### config.mk
export PLATFORM = sky130hd
export DESIGN_NAME = icache
export DESIGN_NICKNAME = d
export VERILOG_FILES = /design/src/rtl/icache.sv
export SDC_FILE = /design/constraint.sdc
export NUM_CORES = 2
export LEC_CHECK = 0
export CAP_MARGIN = 0
export CORE_ASPECT_RATIO = 1.1
export CORE_MARGIN = 5
export CORE_UTILIZATION = 56
export CTS_BUF_LIST = sky130_fd_sc_hd__clkbuf_16
export DETAILED_ROUTE_END_ITERATION = 8
export PLACE_DENSITY = 0.81
export SLEW_MARGIN = 20
export SYNTH_ARGS = -nofsm -noshare
export SYNTH_HDL_FRONTEND = slang
export SYNTH_SLANG_ARGS = --single-unit
### constraint.sdc
create_clock -name clk -period 3.9 [get_ports clk]
set_input_delay 0.585 -clock clk [delete_from_list [all_inputs] [get_ports clk]]
set_output_delay 0.585 -clock clk [all_outputs]
set_load 0.1 [all_outputs]
### src/rtl/icache.sv
`default_nettype none
// ============================================================================
// Module   : icache
// Purpose  : Direct-mapped instruction cache. It answers fetch-line requests
//            from the instruction fetch queue. Each request returns a 128-bit
//            line of four instructions. A miss refills the line over a 32-bit
//            memory port in four beats, word 0 first.
// Revision : 1.0 - initial release
// ----------------------------------------------------------------------------
// Ports
//   clk         in   1    clock, all state changes on posedge
//   reset       in   1    asynchronous active-low reset
//   Pc_in       in   32   fetch word address (bits [1:0] ignored)
//   Rd_en       in   1    fetch request from the queue
//   Abort       in   1    redirect, cancels an outstanding request
//   Dout        out  128  line data, word i on bits [32i+31:32i]
//   Dout_valid  out  1    Dout holds the line addressed by Pc_in
//   Mem_req     out  1    refill request
//   Mem_addr    out  32   refill word address {miss_line, 2'b00}
//   Mem_gnt     in   1    memory accepted the request
//   Mem_rdata   in   32   refill beat data
//   Mem_rvalid  in   1    refill beat valid
//   Hit_count   out  32   (ICACHE_PERF_EN only) saturating hit counter
//   Miss_count  out  32   (ICACHE_PERF_EN only) saturating miss counter
// Build option: define ICACHE_PERF_EN to add the hit/miss counters.
// ============================================================================
module icache #(
  parameter int IDX_W = 4
) (
  input  logic         clk,
  input  logic         reset,
  input  logic [31:0]  Pc_in,
  input  logic         Rd_en,
  input  logic         Abort,
  output logic [127:0] Dout,
  output logic         Dout_valid,
  output logic         Mem_req,
  output logic [31:0]  Mem_addr,
  input  logic         Mem_gnt,
  input  logic [31:0]  Mem_rdata,
  input  logic         Mem_rvalid
`ifdef ICACHE_PERF_EN
  ,
  output logic [31:0]  Hit_count,
  output logic [31:0]  Miss_count
`endif
);

  localparam int TAG_W = 30 - IDX_W;
  localparam int LINES = 1 << IDX_W;

  typedef enum logic [1:0] {
    S_IDLE = 2'd0,
    S_REQ  = 2'd1,
    S_FILL = 2'd2
  } state_t;

  state_t             state_q, state_d;
  logic [29:0]        miss_line_q, miss_line_d;
  logic [1:0]         beat_q, beat_d;
  logic [127:0]       fill_q, fill_d;
  logic               mem_req_q, mem_req_d;

  logic [LINES-1:0]   valid_q;
  logic [TAG_W-1:0]   tag_q  [LINES];
  logic [127:0]       data_q [LINES];

  logic [IDX_W-1:0]   lk_idx;
  logic [TAG_W-1:0]   lk_tag;
  logic               hit;
  logic [IDX_W-1:0]   miss_idx;
  logic [TAG_W-1:0]   miss_tag;
  logic               install;
  logic [127:0]       install_line;
  logic               unused_pc_lo;

  // Instruction-word granular: the byte offset never takes part in lookup.
  assign unused_pc_lo = ^Pc_in[1:0];

  assign lk_idx   = Pc_in[IDX_W+1:2];
  assign lk_tag   = Pc_in[31:IDX_W+2];
  assign hit      = valid_q[lk_idx] && (tag_q[lk_idx] == lk_tag);

  // Install location comes only from the latched miss line, so Pc_in may
  // wander freely while the refill is in flight.
  assign miss_idx = miss_line_q[IDX_W-1:0];
  assign miss_tag = miss_line_q[29:IDX_W];

  assign Dout_valid = (state_q == S_IDLE) && Rd_en && hit && !Abort;
  assign Dout       = Dout_valid ? data_q[lk_idx] : 128'h0;
  assign Mem_req    = mem_req_q;
  assign Mem_addr   = {miss_line_q, 2'b00};

  always_comb begin
    state_d      = state_q;
    miss_line_d  = miss_line_q;
    beat_d       = beat_q;
    fill_d       = fill_q;
    mem_req_d    = mem_req_q;
    install      = 1'b0;
    // The last beat bypasses the fill buffer so the line installs on the
    // same edge that accepts it.
    install_line = {Mem_rdata, fill_q[95:0]};

    case (state_q)
      S_IDLE: begin
        if (Rd_en && !hit && !Abort) begin
          miss_line_d = Pc_in[31:2];
          mem_req_d   = 1'b1;
          state_d     = S_REQ;
        end
      end
      S_REQ: begin
        // Grant takes priority over a same-cycle abort: once memory has
        // accepted, the beats are coming regardless.
        if (Mem_gnt) begin
          mem_req_d = 1'b0;
          beat_d    = 2'd0;
          state_d   = S_FILL;
        end else if (Abort) begin
          mem_req_d = 1'b0;
          state_d   = S_IDLE;
        end
      end
      S_FILL: begin
        if (Mem_rvalid) begin
          fill_d[{beat_q, 5'd0} +: 32] = Mem_rdata;
          beat_d = beat_q + 2'd1;
          if (beat_q == 2'd3) begin
            install = 1'b1;
            state_d = S_IDLE;
          end
        end
      end
      default: begin
        state_d   = S_IDLE;
        mem_req_d = 1'b0;
      end
    endcase
  end

  always_ff @(posedge clk or negedge reset) begin
    if (!reset) begin
      state_q     <= S_IDLE;
      miss_line_q <= '0;
      beat_q      <= '0;
      fill_q      <= '0;
      mem_req_q   <= 1'b0;
      valid_q     <= '0;
      for (int i = 0; i < LINES; i++) begin
        tag_q[i]  <= '0;
        data_q[i] <= '0;
      end
    end else begin
      state_q     <= state_d;
      miss_line_q <= miss_line_d;
      beat_q      <= beat_d;
      fill_q      <= fill_d;
      mem_req_q   <= mem_req_d;
      if (install) begin
        valid_q[miss_idx] <= 1'b1;
        tag_q[miss_idx]   <= miss_tag;
        data_q[miss_idx]  <= install_line;
      end
    end
  end

`ifdef ICACHE_PERF_EN
  logic [31:0] hit_count_q, hit_count_d;
  logic [31:0] miss_count_q, miss_count_d;

  always_comb begin
    hit_count_d  = hit_count_q;
    miss_count_d = miss_count_q;
    if (Dout_valid && (hit_count_q != 32'hFFFF_FFFF)) begin
      hit_count_d = hit_count_q + 32'd1;
    end
    if ((state_q == S_IDLE) && (state_d == S_REQ) &&
        (miss_count_q != 32'hFFFF_FFFF)) begin
      miss_count_d = miss_count_q + 32'd1;
    end
  end

  always_ff @(posedge clk or negedge reset) begin
    if (!reset) begin
      hit_count_q  <= '0;
      miss_count_q <= '0;
    end else begin
      hit_count_q  <= hit_count_d;
      miss_count_q <= miss_count_d;
    end
  end

  assign Hit_count  = hit_count_q;
  assign Miss_count = miss_count_q;
`endif

endmodule
`default_nettype wire

==> impl_metrics.prom <==
# TYPE chip_impl_metric gauge
chip_impl_info{name="layout.cells.most_common",value="dfrtp_1"} 1
chip_impl_metric{name="final_design_area_no_fill",unit="sq um"} 135000
chip_impl_info{name="failing_checks",value="setup timing"} 1
chip_impl_metric{name="fmax",unit="MHz"} 199
chip_impl_info{name="worst-setup-path-type",value="reg -> out"} 1
chip_impl_metric{name="drive_above_1_share",unit=""} 0.557
chip_impl_metric{name="wire_length_of_the_first_global_routing_pass",unit="mm"} 476
chip_impl_metric{name="route.detailed.vias_per_inst",unit=""} 6.41
chip_impl_info{name="hold_path_startpoint",value="Mem_rdata[27]"} 1
chip_impl_metric{name="final_critical_path_setup_slack",unit="ns"} -1.12
chip_impl_metric{name="synthesis.area_per_instance",unit="sq um"} 16.0
chip_impl_metric{name="dr.first_iter.drc_count",unit=""} 5617
chip_impl_metric{name="cts-buffers-inserted",unit=""} 280
chip_impl_metric{name="fillCellCount",unit=""} 14000
chip_impl_metric{name="maximum_number_of_pins_on_one_net_before_global_route_repair",unit=""} 135
chip_impl_info{name="regToRegEndpoint",value="miss_line_q[9]"} 1
chip_impl_metric{name="antenna_found_initial",unit=""} 21
chip_impl_metric{name="post_synthesis_compound_gate_area_fraction",unit=""} 0.0125
chip_impl_info{name="synth_flop_cell",value="dfrtp_1"} 1
chip_impl_metric{name="pre_cts_setup_slack",unit="ns"} -0.925
chip_impl_info{name="unrepaired_setup_endpoints_after_global_routing",value="true"} 1
chip_impl_metric{name="synthToLayoutAreaGrowth",unit="%"} 15.5
chip_impl_metric{name="timing.max_cap.violations",unit=""} 0
chip_impl_metric{name="synth.mux.area_fraction",unit=""} 0.384
chip_impl_metric{name="wl",unit="mm"} 310
chip_impl_metric{name="die_w",unit="um"} 446
chip_impl_metric{name="p_per_area",unit="nW/um^2"} 452
chip_impl_metric{name="sequential_to_total_area_share_from_yosys_stat",unit=""} 0.558
chip_impl_metric{name="detailedRoute.firstPassIterationCount",unit=""} 5
chip_impl_info{name="layout.cells.most_common_list",value="2611 x dfrtp_1, 2475 x mux2_2, 706 x mux4_2"} 1
chip_impl_info{name="hold_end",value="fill_q[59]"} 1
chip_impl_metric{name="clk_latency_worst_skew_pair",unit="ns"} 0.94
chip_impl_info{name="tritoncts",value="built"} 1
chip_impl_metric{name="synth_area",unit="sq um"} 117000
chip_impl_metric{name="power.ir.vdd_worst",unit="mV"} 0.549
chip_impl_metric{name="layout_min_cycle_time",unit="ns"} 5.02
chip_impl_metric{name="synth-simple-area-share",unit=""} 0.0185
chip_impl_metric{name="cts.clk_slew.worst_paths",unit="ns"} 0.06
chip_impl_metric{name="portion_of_the_clock_cycle_consumed_by_the_worst_path_in_the_final_layout",unit=""} 1.29
chip_impl_metric{name="drc",unit=""} 0
chip_impl_metric{name="final_gp_congestion",unit=""} 0.821
chip_impl_metric{name="layout.core_utilization",unit=""} 0.649
chip_impl_metric{name="clock-sinks",unit=""} 2611
chip_impl_metric{name="chipHeight",unit="um"} 490
chip_impl_metric{name="dp_hpwl",unit="mm"} 183
chip_impl_info{name="run_status",value="finished, violations left"} 1
chip_impl_info{name="critical_path.startpoint",value="tag_q[130]"} 1
chip_impl_metric{name="cts-root-to-sink-buffers",unit=""} 4
chip_impl_metric{name="initial_utilization",unit=""} 0.562
chip_impl_metric{name="timing.hold.ws",unit="ns"} 0.209
chip_impl_info{name="setup.worst_path.start_class",value="flop"} 1
chip_impl_metric{name="io_pins",unit=""} 232
chip_impl_info{name="r2r_start",value="tag_q[130]"} 1
chip_impl_metric{name="ys_warn_count",unit=""} 0
chip_impl_metric{name="worst-endpoint-required",unit="ns"} 3.31
chip_impl_metric{name="synth-xor-area-share",unit=""} 0.00224
chip_impl_info{name="root_buffer",value="clkbuf_16"} 1
chip_impl_metric{name="report.power.total",unit="mW"} 61.1
chip_impl_metric{name="rr_worst_depth",unit=""} 11
chip_impl_metric{name="placed_cell_areas",unit="sq um"} 127000
chip_impl_metric{name="instances_no_fill",unit=""} 10500
chip_impl_metric{name="synth-async-reset-ratio",unit=""} 1.00
chip_impl_metric{name="setup_tns",unit="ns"} -135.69
chip_impl_metric{name="htree_num_levels",unit=""} 5
chip_impl_metric{name="globalRouteTotalUtil",unit=""} 0.289
chip_impl_metric{name="synth_cells",unit=""} 7311
chip_impl_metric{name="worst-path-max-fanout",unit=""} 26
chip_impl_metric{name="worstHoldPathCells",unit=""} 3
chip_impl_metric{name="antenna_violating_nets_left",unit=""} 0
chip_impl_metric{name="placeable_core_region",unit="sq um"} 209000
chip_impl_metric{name="reg2reg_slack",unit="ns"} 0.56
chip_impl_metric{name="io_buffer_count",unit=""} 227
chip_impl_metric{name="final_nets",unit=""} 7593
chip_impl_metric{name="relSlewSlack",unit=""} 0.217
chip_impl_info{name="dominant_combinational_cell_family_by_area_after_synthesis",value="multiplexers"} 1
chip_impl_metric{name="final_slew_viol_count",unit=""} 0
chip_impl_metric{name="pin_slew_with_the_least_headroom_to_its_limit",unit="ns"} 1.17
chip_impl_info{name="holdCritPathClass",value="in -> reg"} 1
chip_impl_info{name="type_of_destination_of_the_critical_path",value="primary output"} 1
chip_impl_metric{name="timing.clock.skew",unit="ns"} 0.0704
chip_impl_metric{name="setup_viol",unit=""} 129
chip_impl_metric{name="ys_ff_latch",unit=""} 2611
chip_impl_metric{name="routed_wire_length_per_instance",unit="um"} 29.6
chip_impl_metric{name="static-leakage-power",unit="nW"} 64.7
chip_impl_metric{name="timing.final.hold_violations",unit=""} 0
chip_impl_metric{name="synth_enable_flop_cells",unit=""} 0
chip_impl_metric{name="crit_arrival",unit="ns"} 4.44
chip_impl_metric{name="dpl.cell_count",unit=""} 9989
chip_impl_metric{name="die_area",unit="sq um"} 218000
chip_impl_metric{name="post_synth_fa_ha_maj_area_fraction",unit=""} 0.000534
chip_impl_metric{name="multiInputGateArea",unit="sq um"} 49800
chip_impl_metric{name="synth.distinct_cells",unit=""} 58
chip_impl_metric{name="num_vias",unit=""} 67200
chip_impl_metric{name="num_rows",unit=""} 176
chip_impl_metric{name="grt_overflow",unit=""} 0
chip_impl_metric{name="first_global_vias",unit=""} 74000
chip_impl_metric{name="area.sequential",unit="sq um"} 65300
==> Yosys cell counts (all sizes together) (12+ instances only) <==
master	instances	area share
nor2	21	0.00067
dfrtp	2611	0.56
nand2	230	0.0074
nor2b	14	0.00075
nand2b	12	0.00064
mux4	706	0.14
and2	123	0.0066
a211oi	68	0.0044
or2	14	0.00075
clkbuf	557	0.018
o21ai	109	0.0047
mux2	2502	0.24
xnor2	19	0.0014
mux2i	79	0.0068
buf	140	0.0064
==> layout make-up <==
type                       count  share of cell area
timing repair buffer         621              0.0610
inverter                      10            0.000490
antenna                       14            0.000259
multi-input combinational   3994               0.368
clock inverter               183             0.00845
clock buffer                 287              0.0531
sequential                  2611               0.483
tap                         2759              0.0255
==> sequential cells by signal, summed over array words and instances (netlist names) <==
name         flops
miss_line_q     30
state_q          2
tag_q          416
data_q        2048
valid_q         16
fill_q          96
Mem_req          1
beat_q           2
==> worst max-delay path, stage by stage, from the launching register on <==
cell and delay [ns]:
dfrtp_1 0.39, mux4_2 0.50, xnor2_2 0.19, o32ai_2 0.14
a311o_1 0.29, or4_4 0.56, nor4_4 0.26, nand4_4 0.19
buf_4 0.18, buf_12 0.19, a311oi_4 0.33, buf_12 0.22
==> what timing repair did <==
action                                  CTS  global route
gates resized for setup                  12            12
endpoints found under the hold margin    60             0
setup buffers                             4             2
endpoints found under the setup margin  129           129
hold buffers                              1             0
pin swaps                                19            20
cloned                                    3             4
==> cells by family (layout without fill, tap and decap cells) <==
group,after synthesis,after routing
multiplexers,3287,3287
flip-flops,2611,2611
buffers and inverters,707,1101
AND/OR/NAND/NOR,445,445
AO/OA/AOI/OAI,225,225
XOR/XNOR,30,30
adder cells (fa/ha/maj),5,5
other,1,16
==> metal layers <==
metal	share of wire	track usage
met1	0.40	0.393
met2	0.48	0.469
met3	0.070	0.0540
met4	0.044	0.111
met5	0.00018	0
==> how the worst max path moves through the flow <==
stage | slack [ns] | to | cells after the start
after detailed placement | -0.93 | Dout[28] | 15
after global placement | -0.87 | Dout[27] | 14
after CTS | -1.27 | Dout[31] | 12
after floorplan | -0.78 | Dout[100] | 13
after global routing | -1.20 | Dout[120] | 13
final | -1.12 | Dout[43] | 11
==> power breakdown <==
part	switching, mW	internal (mW)	total [mW]
clock network	10.6	14.1	24.7
logic	3.99	2.26	6.25
registers	2.05	28.1	30.2
total	16.7	44.4	61.1
(Power assumes the default switching activity.)
